### src/rtl/i2c_cfg_master.sv
// i2c_cfg_master: walks a synchronous configuration table and writes each
// entry {reg_addr, data} to one I2C/SCCB slave over open-drain SCL/SDA.
//
// state   | meaning
// --------+-----------------------------------------------------------
// S_IDLE  | after reset, waiting for start (or auto start)
// S_LOAD  | table read address stable, entry latched on 2nd cycle
// S_START | START condition: SDA falls with SCL high, then SCL falls
// S_SHIFT | 8 bits MSB first, SDA low for 0 / released for 1
// S_ACK   | SDA released, slave ACK sampled in phase 2
// S_STOP  | STOP condition: SDA low, SCL released, SDA released
// S_GAP   | bus idle for GAP_CYCLES, then retry / next entry / finish
// S_DONE  | table completed, done held
// S_ERROR | retries exhausted on err_index, error held
module i2c_cfg_master #(
    parameter int         CLK_DIV    = 125,
    parameter logic [6:0] DEV_ADDR   = 7'h39,
    parameter int         REG_BYTES  = 1,
    parameter int         DATA_BYTES = 1,
    parameter int         LUT_DEPTH  = 64,
    parameter int         RETRY_MAX  = 3,
    parameter int         GAP_CYCLES = 1000,
    parameter int         AUTO_START = 1,
    localparam int        IW         = $clog2(LUT_DEPTH),
    localparam int        EW         = 8 * (REG_BYTES + DATA_BYTES)
) (
    input  logic          clk,
    input  logic          rst_n,
    input  logic          start,
    output logic [IW-1:0] lut_index,
    input  logic [EW-1:0] lut_data,
    output logic          scl_oe,
    output logic          sda_oe,
    input  logic          sda_i,
    output logic          busy,
    output logic          done,
    output logic          error,
    output logic [IW-1:0] err_index
);

    localparam int FB = 1 + REG_BYTES + DATA_BYTES;
    localparam int FW = 8 * FB;
    localparam int DW = (CLK_DIV > 1) ? $clog2(CLK_DIV) : 1;
    localparam int RW = (RETRY_MAX > 0) ? $clog2(RETRY_MAX + 1) : 1;
    localparam int GW = $clog2(GAP_CYCLES + 1);

    typedef enum logic [3:0] {
        S_IDLE, S_LOAD, S_START, S_SHIFT, S_ACK, S_STOP, S_GAP, S_DONE, S_ERROR
    } state_t;

    state_t        state, state_nxt;
    logic [DW-1:0] div_cnt;
    logic          tick;
    logic [1:0]    phase;
    logic [2:0]    bit_cnt;
    logic [2:0]    byte_cnt;
    logic [FW-1:0] sh;
    logic [EW-1:0] ent;
    logic [RW-1:0] retry;
    logic          nack;
    logic [GW-1:0] gap_cnt;
    logic          ld_cnt;
    logic          sda_m, sda_s;
    logic          bus_end;
    logic          last_byte;

    assign tick      = (div_cnt == '0);
    assign bus_end   = tick && (phase == 2'd3);
    assign last_byte = (byte_cnt == 3'(FB - 1));
    assign busy      = state inside {S_LOAD, S_START, S_SHIFT, S_ACK, S_STOP, S_GAP};

    // Free-running quarter-period divider; tick on terminal count zero.
    always_ff @(posedge clk or negedge rst_n) begin
        if (!rst_n) div_cnt <= '0;
        else        div_cnt <= tick ? DW'(CLK_DIV - 1) : div_cnt - 1'b1;
    end

    // Two-flop synchronizer on the SDA pad; idle bus reads high.
    always_ff @(posedge clk or negedge rst_n) begin
        if (!rst_n) {sda_s, sda_m} <= 2'b11;
        else        {sda_s, sda_m} <= {sda_m, sda_i};
    end

    // State register.
    always_ff @(posedge clk or negedge rst_n) begin
        if (!rst_n) state <= S_IDLE;
        else        state <= state_nxt;
    end

    // Next-state decode; bus states only leave on the phase-3 tick.
    always_comb begin
        state_nxt = state;
        case (state)
            S_IDLE:  if (start || (AUTO_START != 0)) state_nxt = S_LOAD;
            S_LOAD:  if (ld_cnt) state_nxt = (&lut_data) ? S_DONE : S_START;
            S_START: if (bus_end) state_nxt = S_SHIFT;
            S_SHIFT: if (bus_end && (bit_cnt == 3'd7)) state_nxt = S_ACK;
            S_ACK:   if (bus_end) state_nxt = (nack || last_byte) ? S_STOP : S_SHIFT;
            S_STOP:  if (bus_end) state_nxt = S_GAP;
            S_GAP: begin
                if (gap_cnt == '0) begin
                    if (nack)
                        state_nxt = (retry < RW'(RETRY_MAX)) ? S_START : S_ERROR;
                    else if (lut_index == IW'(LUT_DEPTH - 1))
                        state_nxt = S_DONE;
                    else
                        state_nxt = S_LOAD;
                end
            end
            S_DONE, S_ERROR: if (start) state_nxt = S_LOAD;
            default: state_nxt = S_IDLE;
        endcase
    end

    // Bus drive, frame shifter, retry/gap bookkeeping and status.
    always_ff @(posedge clk or negedge rst_n) begin
        if (!rst_n) begin
            scl_oe    <= 1'b0;
            sda_oe    <= 1'b0;
            phase     <= 2'd0;
            bit_cnt   <= 3'd0;
            byte_cnt  <= 3'd0;
            sh        <= '0;
            ent       <= '0;
            retry     <= '0;
            nack      <= 1'b0;
            gap_cnt   <= '0;
            ld_cnt    <= 1'b0;
            lut_index <= '0;
            err_index <= '0;
            done      <= 1'b0;
            error     <= 1'b0;
        end else begin
            done  <= (state_nxt == S_DONE);
            error <= (state_nxt == S_ERROR);
            if (tick && (state inside {S_START, S_SHIFT, S_ACK, S_STOP}))
                phase <= phase + 2'd1;
            case (state)
                S_LOAD: begin
                    ld_cnt <= 1'b1;
                    if (ld_cnt) begin
                        ld_cnt <= 1'b0;
                        ent    <= lut_data;
                    end
                end
                S_START: if (tick) begin
                    case (phase)
                        2'd0: begin
                            scl_oe   <= 1'b0;
                            sda_oe   <= 1'b0;
                            sh       <= {DEV_ADDR, 1'b0, ent};
                            nack     <= 1'b0;
                            bit_cnt  <= 3'd0;
                            byte_cnt <= 3'd0;
                        end
                        2'd2:    sda_oe <= 1'b1;
                        default: scl_oe <= (phase == 2'd3) ? 1'b1 : scl_oe;
                    endcase
                end
                S_SHIFT: if (tick) begin
                    case (phase)
                        2'd0: sda_oe <= ~sh[FW-1];
                        2'd1: scl_oe <= 1'b0;
                        2'd3: begin
                            scl_oe  <= 1'b1;
                            sh      <= {sh[FW-2:0], 1'b0};
                            bit_cnt <= bit_cnt + 3'd1;
                        end
                        default: ;
                    endcase
                end
                S_ACK: if (tick) begin
                    case (phase)
                        2'd0: sda_oe <= 1'b0;
                        2'd1: scl_oe <= 1'b0;
                        2'd2: if (sda_s) nack <= 1'b1;
                        default: begin
                            scl_oe   <= 1'b1;
                            byte_cnt <= byte_cnt + 3'd1;
                        end
                    endcase
                end
                S_STOP: if (tick) begin
                    case (phase)
                        2'd0: sda_oe <= 1'b1;
                        2'd1: scl_oe <= 1'b0;
                        2'd3: begin
                            sda_oe  <= 1'b0;
                            gap_cnt <= GW'(GAP_CYCLES - 1);
                        end
                        default: ;
                    endcase
                end
                S_GAP: begin
                    if (gap_cnt != '0) begin
                        gap_cnt <= gap_cnt - 1'b1;
                    end else if (nack) begin
                        if (retry < RW'(RETRY_MAX)) retry <= retry + 1'b1;
                        else                        err_index <= lut_index;
                    end else begin
                        // Wraps to zero only when leaving for DONE from the last slot.
                        retry     <= '0;
                        lut_index <= lut_index + 1'b1;
                    end
                end
                S_DONE, S_ERROR: begin
                    if (start) begin
                        lut_index <= '0;
                        err_index <= '0;
                        retry     <= '0;
                    end
                end
                default: ;
            endcase
        end
    end

endmodule

### config.mk
export PLATFORM = sky130hd
export DESIGN_NAME = i2c_cfg_master
export DESIGN_NICKNAME = d
export VERILOG_FILES = /design/src/rtl/i2c_cfg_master.sv
export SDC_FILE = /design/constraint.sdc
export NUM_CORES = 1
export LEC_CHECK = 0
export CORE_MARGIN = 2
export CORE_UTILIZATION = 45
export CTS_CLUSTER_DIAMETER = 60
export DETAILED_ROUTE_END_ITERATION = 16
export PLACE_DENSITY = 0.61
export SETUP_SLACK_MARGIN = 0.15
export SYNTH_ARGS = -nofsm -noshare
export SYNTH_HDL_FRONTEND = slang
export SYNTH_SLANG_ARGS = --single-unit
export TNS_END_PERCENT = 100
### constraint.sdc
create_clock -name clk -period 2.96 [get_ports clk]
set_clock_uncertainty 0.05 [all_clocks]
set_input_delay 0.888 -clock clk [delete_from_list [all_inputs] [get_ports clk]]
set_output_delay 0.888 -clock clk [all_outputs]
set_load 0.02 [all_outputs]
; Yosys cells after proc, flatten, opt, wreduce, memory -nomap -nowiden
; Index checks and enable logic that the tools add are counted.
[word_totals]
reg_bits = 91
output_inout_bits = 17
inputBits = 20
[classes]
magnitude_cmp = 1
addsub = 7
n_bitwise = 1
n_eq_ne = 42
n_reduce_logical = 29
muxes = 68
[op_table]
columns = op, count
row1 = two-way mux 24 bit, 4
row2 = one-hot mux 24 bit (2 select lines), 1
row3 = two-way mux 4 bit, 9
row4 = two-way mux 6 bit, 6
row5 = one-hot mux 4 bit (8 select lines), 1
row6 = two-way mux 10 bit, 3
row7 = inequality test 2 bit (second input constant), 15
row8 = two-way mux 3 bit, 9
row9 = one-hot mux 6 bit (2 select lines), 2
row10 = equality test 4 x 3 -> 1 bit (second input constant), 5
row11 = one-hot mux 10 bit (2 select lines), 1
row12 = two-way mux 1 bit, 16
row13 = AND reduction 16 bit, 1
row14 = AND reduction 5 bit, 3
row15 = inequality test 2 x 1 -> 1 bit (second input constant), 6
row16 = inequality test 3 x 2 -> 1 bit (second input constant), 4
row17 = one-hot mux 1 bit (2 select lines), 6
row18 = one-hot mux 3 bit (2 select lines), 2
row19 = AND reduction 4 bit, 3
row20 = logical NOT 10 bit, 1
row21 = AND reduction 10 bit, 1
row22 = nonzero test 10 bit, 1
row23 = subtractor 10 x 1 -> 10 bit (second input constant), 1
row24 = AND reduction 9 bit, 1
row25 = 31 further kinds, 46

; Depth between registers and ports, before layout
; Gate-level depths: netlist of the first run.
[logic_depth]
ltp_word = 6
mapped_depth = 8
depth_no_buf = 7

; Worst setup path after synthesis of the first run
; OpenSTA, ideal clock, no wires.
[synth_path]
path_type = flip-flop to flip-flop
from = register div_cnt[0]
to = register scl_oe
path_stages_with_launch = 8
path_slack_ns = 0.414
n_path_buf = 0
arrival_ns = 2.368
required_ns = 2.782
path_cell_list = dfrtp_1 > inv_1 > ha_1 > or4b_4 > or3_4 > or3_4 > a211oi_2 > mux2_1
[synth_between]
elab_chain_cells = 3
[synth_lines]
columns = item, line
row1 = start: declaration, 52  ; logic [DW-1:0] div_cnt;
row2 = start signal: assignment, 75  ; else div_cnt <= tick ? DW'(CLK_DIV - 1) : div_cnt - 1'b1;
row3 = logical NOT 7 bit *, 67  ; assign tick = (div_cnt == '0);
row4 = inequality test 2 bit (no line), --
row5 = AND reduction 10 bit (no line) *, --
row6 = end signal: assignment, 157  ; default: scl_oe <= (phase == 2'd3) ? 1'b1 : scl_oe;
row7 = end: declaration, 32  ; output logic scl_oe,
; Mark *: on every way between the ends. The rest lies on a longest branch, timed or not.
; A chain may end at the register's enable or synchronous reset.

; Worst setup path after layout of the first run
; Ends and elaborated chain as after synthesis.

==> impl_metrics.ini, run 1 <==
[drt]
drcViolationCount = 0
firstDrtPassIters = 5
antenna_left = 0
vias = 3340
wl_per_cell_um = 14.2
vias_per_cell = 5.40
postRouteWirelength_mm = 8.76
drt_iter0_drc = 123

[power]
power_density_nw_per_um2 = 598
peakVddDrop_uv = 346
p_total_mw = 3.17
p_leak_nw = 2.28

[synth]
postSynthCellCount = 441
synth_edf_count = 0
synth-seq-cells = 91
synthesis.nets = 475
synth_area_per_cell_um2 = 10.2
async_flop_share_pct = 100
yosysSeqAreaShare_pct = 50.8
synth.distinct_cells = 56
ys_warn_count = 0
ys.flop_type = dfrtp_1
netlist_area_um2 = 4490

[critical_path]
reg2reg_depth = 7
reg2reg_slack_ns = 0.34
r2r_end = scl_oe
worstSetupPathType = reg -> reg
arrival_ns = 2.81
cp_common_cell = or3_4
critPathCaptureType = flop
crit_fanout = 5
slowest_delay_ns = 0.52
crit_chain = inv_1 -> ha_1 -> or4b_4 -> or3_4 -> or3_4 -> a211oi_2 -> mux2_1
start_kind = flop
worst_ep_required_time_ns = 3.15
slowest_stage = or4b_4
worst_r2r_startpoint = div_cnt[0]

[cts]
clock-sinks = 91
clock_path_buffers = 2
numCtsBuffers = 9
path_clk_slew_ns = 0.09
hold_buffers = 0
htree_num_levels = 3
clock_latency_ns = 0.36
cts-root-buf = clkbuf_8
cts-resized-gates = 1
post-cts-setup-buffer-count = 0
cts_tree = yes

[grt]
grt_max_degree = 92
grt_pass1_vias = 3102
grt_first_pass_wirelength_mm = 15.1
grt-ovfl-total = 0
antenna_found_initial = 0
grt_usage_pct = 17.0

[floorplanning]
num_rows = 36
die_h_um = 104
die_w_um = 104
core_area_um2 = 9730
initial_core_util_pct = 46.2
dieArea_um2 = 10800
ios = 37

[min_path]
whs_endpoint = sda_s
min_path_type = reg -> reg
holdPathStages = 0
min-delay-start = sda_m

[place]
detailed_place_hpwl_mm = 6.04
gp_congestion = 0.833
numPortBuffers = 36

[timing]
hold_violations = 0
slew_headroom_pct = 24.3
fin_crit_ns = 2.62
drv_slew = 0
layout_worst_path_cycle_share_pct = 88.5
finalSetupTns_ns = 0
fmax_ghz = 0.382
worst_pin_slew_ns = 1.12
rsz0062_at_grt = false
setup_viol = 0

[run_status]
outcome = completed

[layout]
nets = 515
drive_above_1_share_pct = 12.0
diodes = 0
area_growth_pct = 17.9

[job]
drv_cap = 0
==> worst max-delay path, delay by kind of cell, from the launching register on <==
family | cells | cell delay (ns)
buf+inv | 1 | 0.06
fa+ha+maj | 1 | 0.18
flops | 1 | 0.40
compound gates | 1 | 0.21
mux | 1 | 0.33
simple gates | 3 | 1.29
==> metal layers <==
layer	share of wire (%)	GRT usage, %	vias to the layer above	routed length, µm
met5	0	0	-	0
li1	-	-	1661	-
met2	47	26.9	63	4110
met4	1.3	5.21	0	112
met1	48	24.1	1606	4220
met3	3.6	3.13	10	315
==> where the power goes <==
group | switching (mW) | internal [mW]
combinational | 0.378 | 0.393
clock | 0.440 | 0.474
sequential | 0.100 | 1.38
==> worst max path at each step <==
stage,start,end,slack [ns],cells past startpoint
3_3_place_gp,lut_data[10],done,0.34,6
4_1_cts,div_cnt[0],scl_oe,0.33,7
2_1_floorplan,div_cnt[0],scl_oe,0.41,7
5_1_grt,div_cnt[0],byte_cnt[0],0.21,7
6_report,div_cnt[0],scl_oe,0.34,7
3_5_place_dp,lut_data[13],done,0.26,6
==> synthesized netlist by cell type (2+ instances only) <==
library cell / number / area, µm²
dfrtp_1: 89 / 2230
nand2_1: 55 / 206
o21ai_0: 49 / 245
nor2_1: 21 / 78.8
inv_1: 20 / 75.1
mux2_2: 19 / 214
mux2i_1: 18 / 180
clkbuf_1: 17 / 63.8
ha_1: 14 / 175
nand3_1: 13 / 65.1
a21oi_1: 12 / 60.1
nand4_1: 12 / 75.1
nor3_1: 12 / 60.1
nand2b_1: 6 / 37.5
xor2_1: 6 / 52.6
o22ai_1: 5 / 31.3
a21o_1: 4 / 30.0
a31oi_1: 4 / 25.0
and2_1: 4 / 25.0
and3_1: 4 / 25.0
o31ai_1: 4 / 30.0
a211oi_1: 3 / 22.5
nand4b_1: 3 / 26.3
nor4_1: 3 / 18.8
xnor2_1: 3 / 26.3
buf_2: 2 / 10.0
dfstp_2: 2 / 52.6
nand3b_1: 2 / 15.0
nor2b_1: 2 / 12.5
nor4b_1: 2 / 17.5
nor4bb_1: 2 / 20.0
o2111ai_1: 2 / 17.5
o221ai_1: 2 / 17.5
or3_1: 2 / 12.5
or3_4: 2 / 22.5
==> stage by stage <==
stage                     hold slack [ns]  worst slack, ns  util [%]  instances  instance area, µm²
after CTS                           0.313            0.330      54.4        618                5290
final                               0.311            0.340      54.4        618                5290
after floorplan                     0.295            0.414         -        441                4490
after global placement              0.297            0.336      52.2        603                5080
after detailed placement            0.300            0.257      52.2        603                5080
after global routing                0.322            0.211      54.4        618                5290
==> placed cells by master, fill, tap and decap left out, types with 13 or more instances in the layout <==
cell / Yosys / layout
buf_4: 0 / 13
clkdlybuf4s50_1: 0 / 34
dfrtp_1: 89 / 89
ha_1: 14 / 14
inv_1: 20 / 20
mux2_2: 19 / 19
mux2i_1: 18 / 18
nand2_1: 55 / 55
nand3_1: 13 / 13
nor2_1: 21 / 21
o21ai_0: 49 / 49
==> cells by family (layout without fill, tap and decap cells) <==
| logic type | count (synthesis) | count (layout) | synth area share [%] |
|---|---|---|---|
| buffers and inverters | 40 | 84 | 3.40 |
| AND/OR/NAND/NOR | 153 | 153 | 18.0 |
| AO/OA/AOI/OAI | 96 | 96 | 13.2 |
| XOR/XNOR | 9 | 9 | 1.76 |
| adder cells (fa/ha/maj) | 14 | 14 | 3.90 |
| flip-flops | 91 | 91 | 50.8 |
| multiplexers | 38 | 38 | 9.03 |
==> state kept, by name, indices dropped and copies added (netlist names), 2 cells and up <==
signal / cells
state: 4
lut_index: 6
retry: 2
bit_cnt: 3
ent: 16
err_index: 6
byte_cnt: 3
gap_cnt: 10
sh: 24
phase: 2
div_cnt: 7
==> layout make-up <==
class,instances,area [µm²]
Fill cell,886,4440
Sequential cell,91,2280
Multi-Input combinational cell,310,2090
Timing Repair Buffer,49,467
Tap cell,133,166
Clock buffer,9,124
Clock inverter,6,90.1
Inverter,20,75.1
Power figures use the tool's default switching activity.
==> inputs of run 2 (changes only) <==
--- a/config.mk
+++ b/config.mk
@@ -9,6 +9,7 @@
 export CORE_UTILIZATION = 45
 export CTS_CLUSTER_DIAMETER = 60
 export DETAILED_ROUTE_END_ITERATION = 16
+export GPL_ROUTABILITY_DRIVEN = 0
 export PLACE_DENSITY = 0.61
 export SETUP_SLACK_MARGIN = 0.15
 export SYNTH_ARGS = -nofsm -noshare
==> results of run 2 <==
The final DEF is identical to that of run 1; final timing and power are the same.
==> inputs of run 3 (changes only) <==
--- a/config.mk
+++ b/config.mk
@@ -7,6 +7,7 @@
 export LEC_CHECK = 0
 export CORE_MARGIN = 2
 export CORE_UTILIZATION = 45
+export CTS_BUF_LIST = sky130_fd_sc_hd__clkbuf_8
 export CTS_CLUSTER_DIAMETER = 60
 export DETAILED_ROUTE_END_ITERATION = 16
 export GPL_ROUTABILITY_DRIVEN = 0
==> results of run 3 <==
The final DEF is identical to that of run 1; final timing and power are the same.
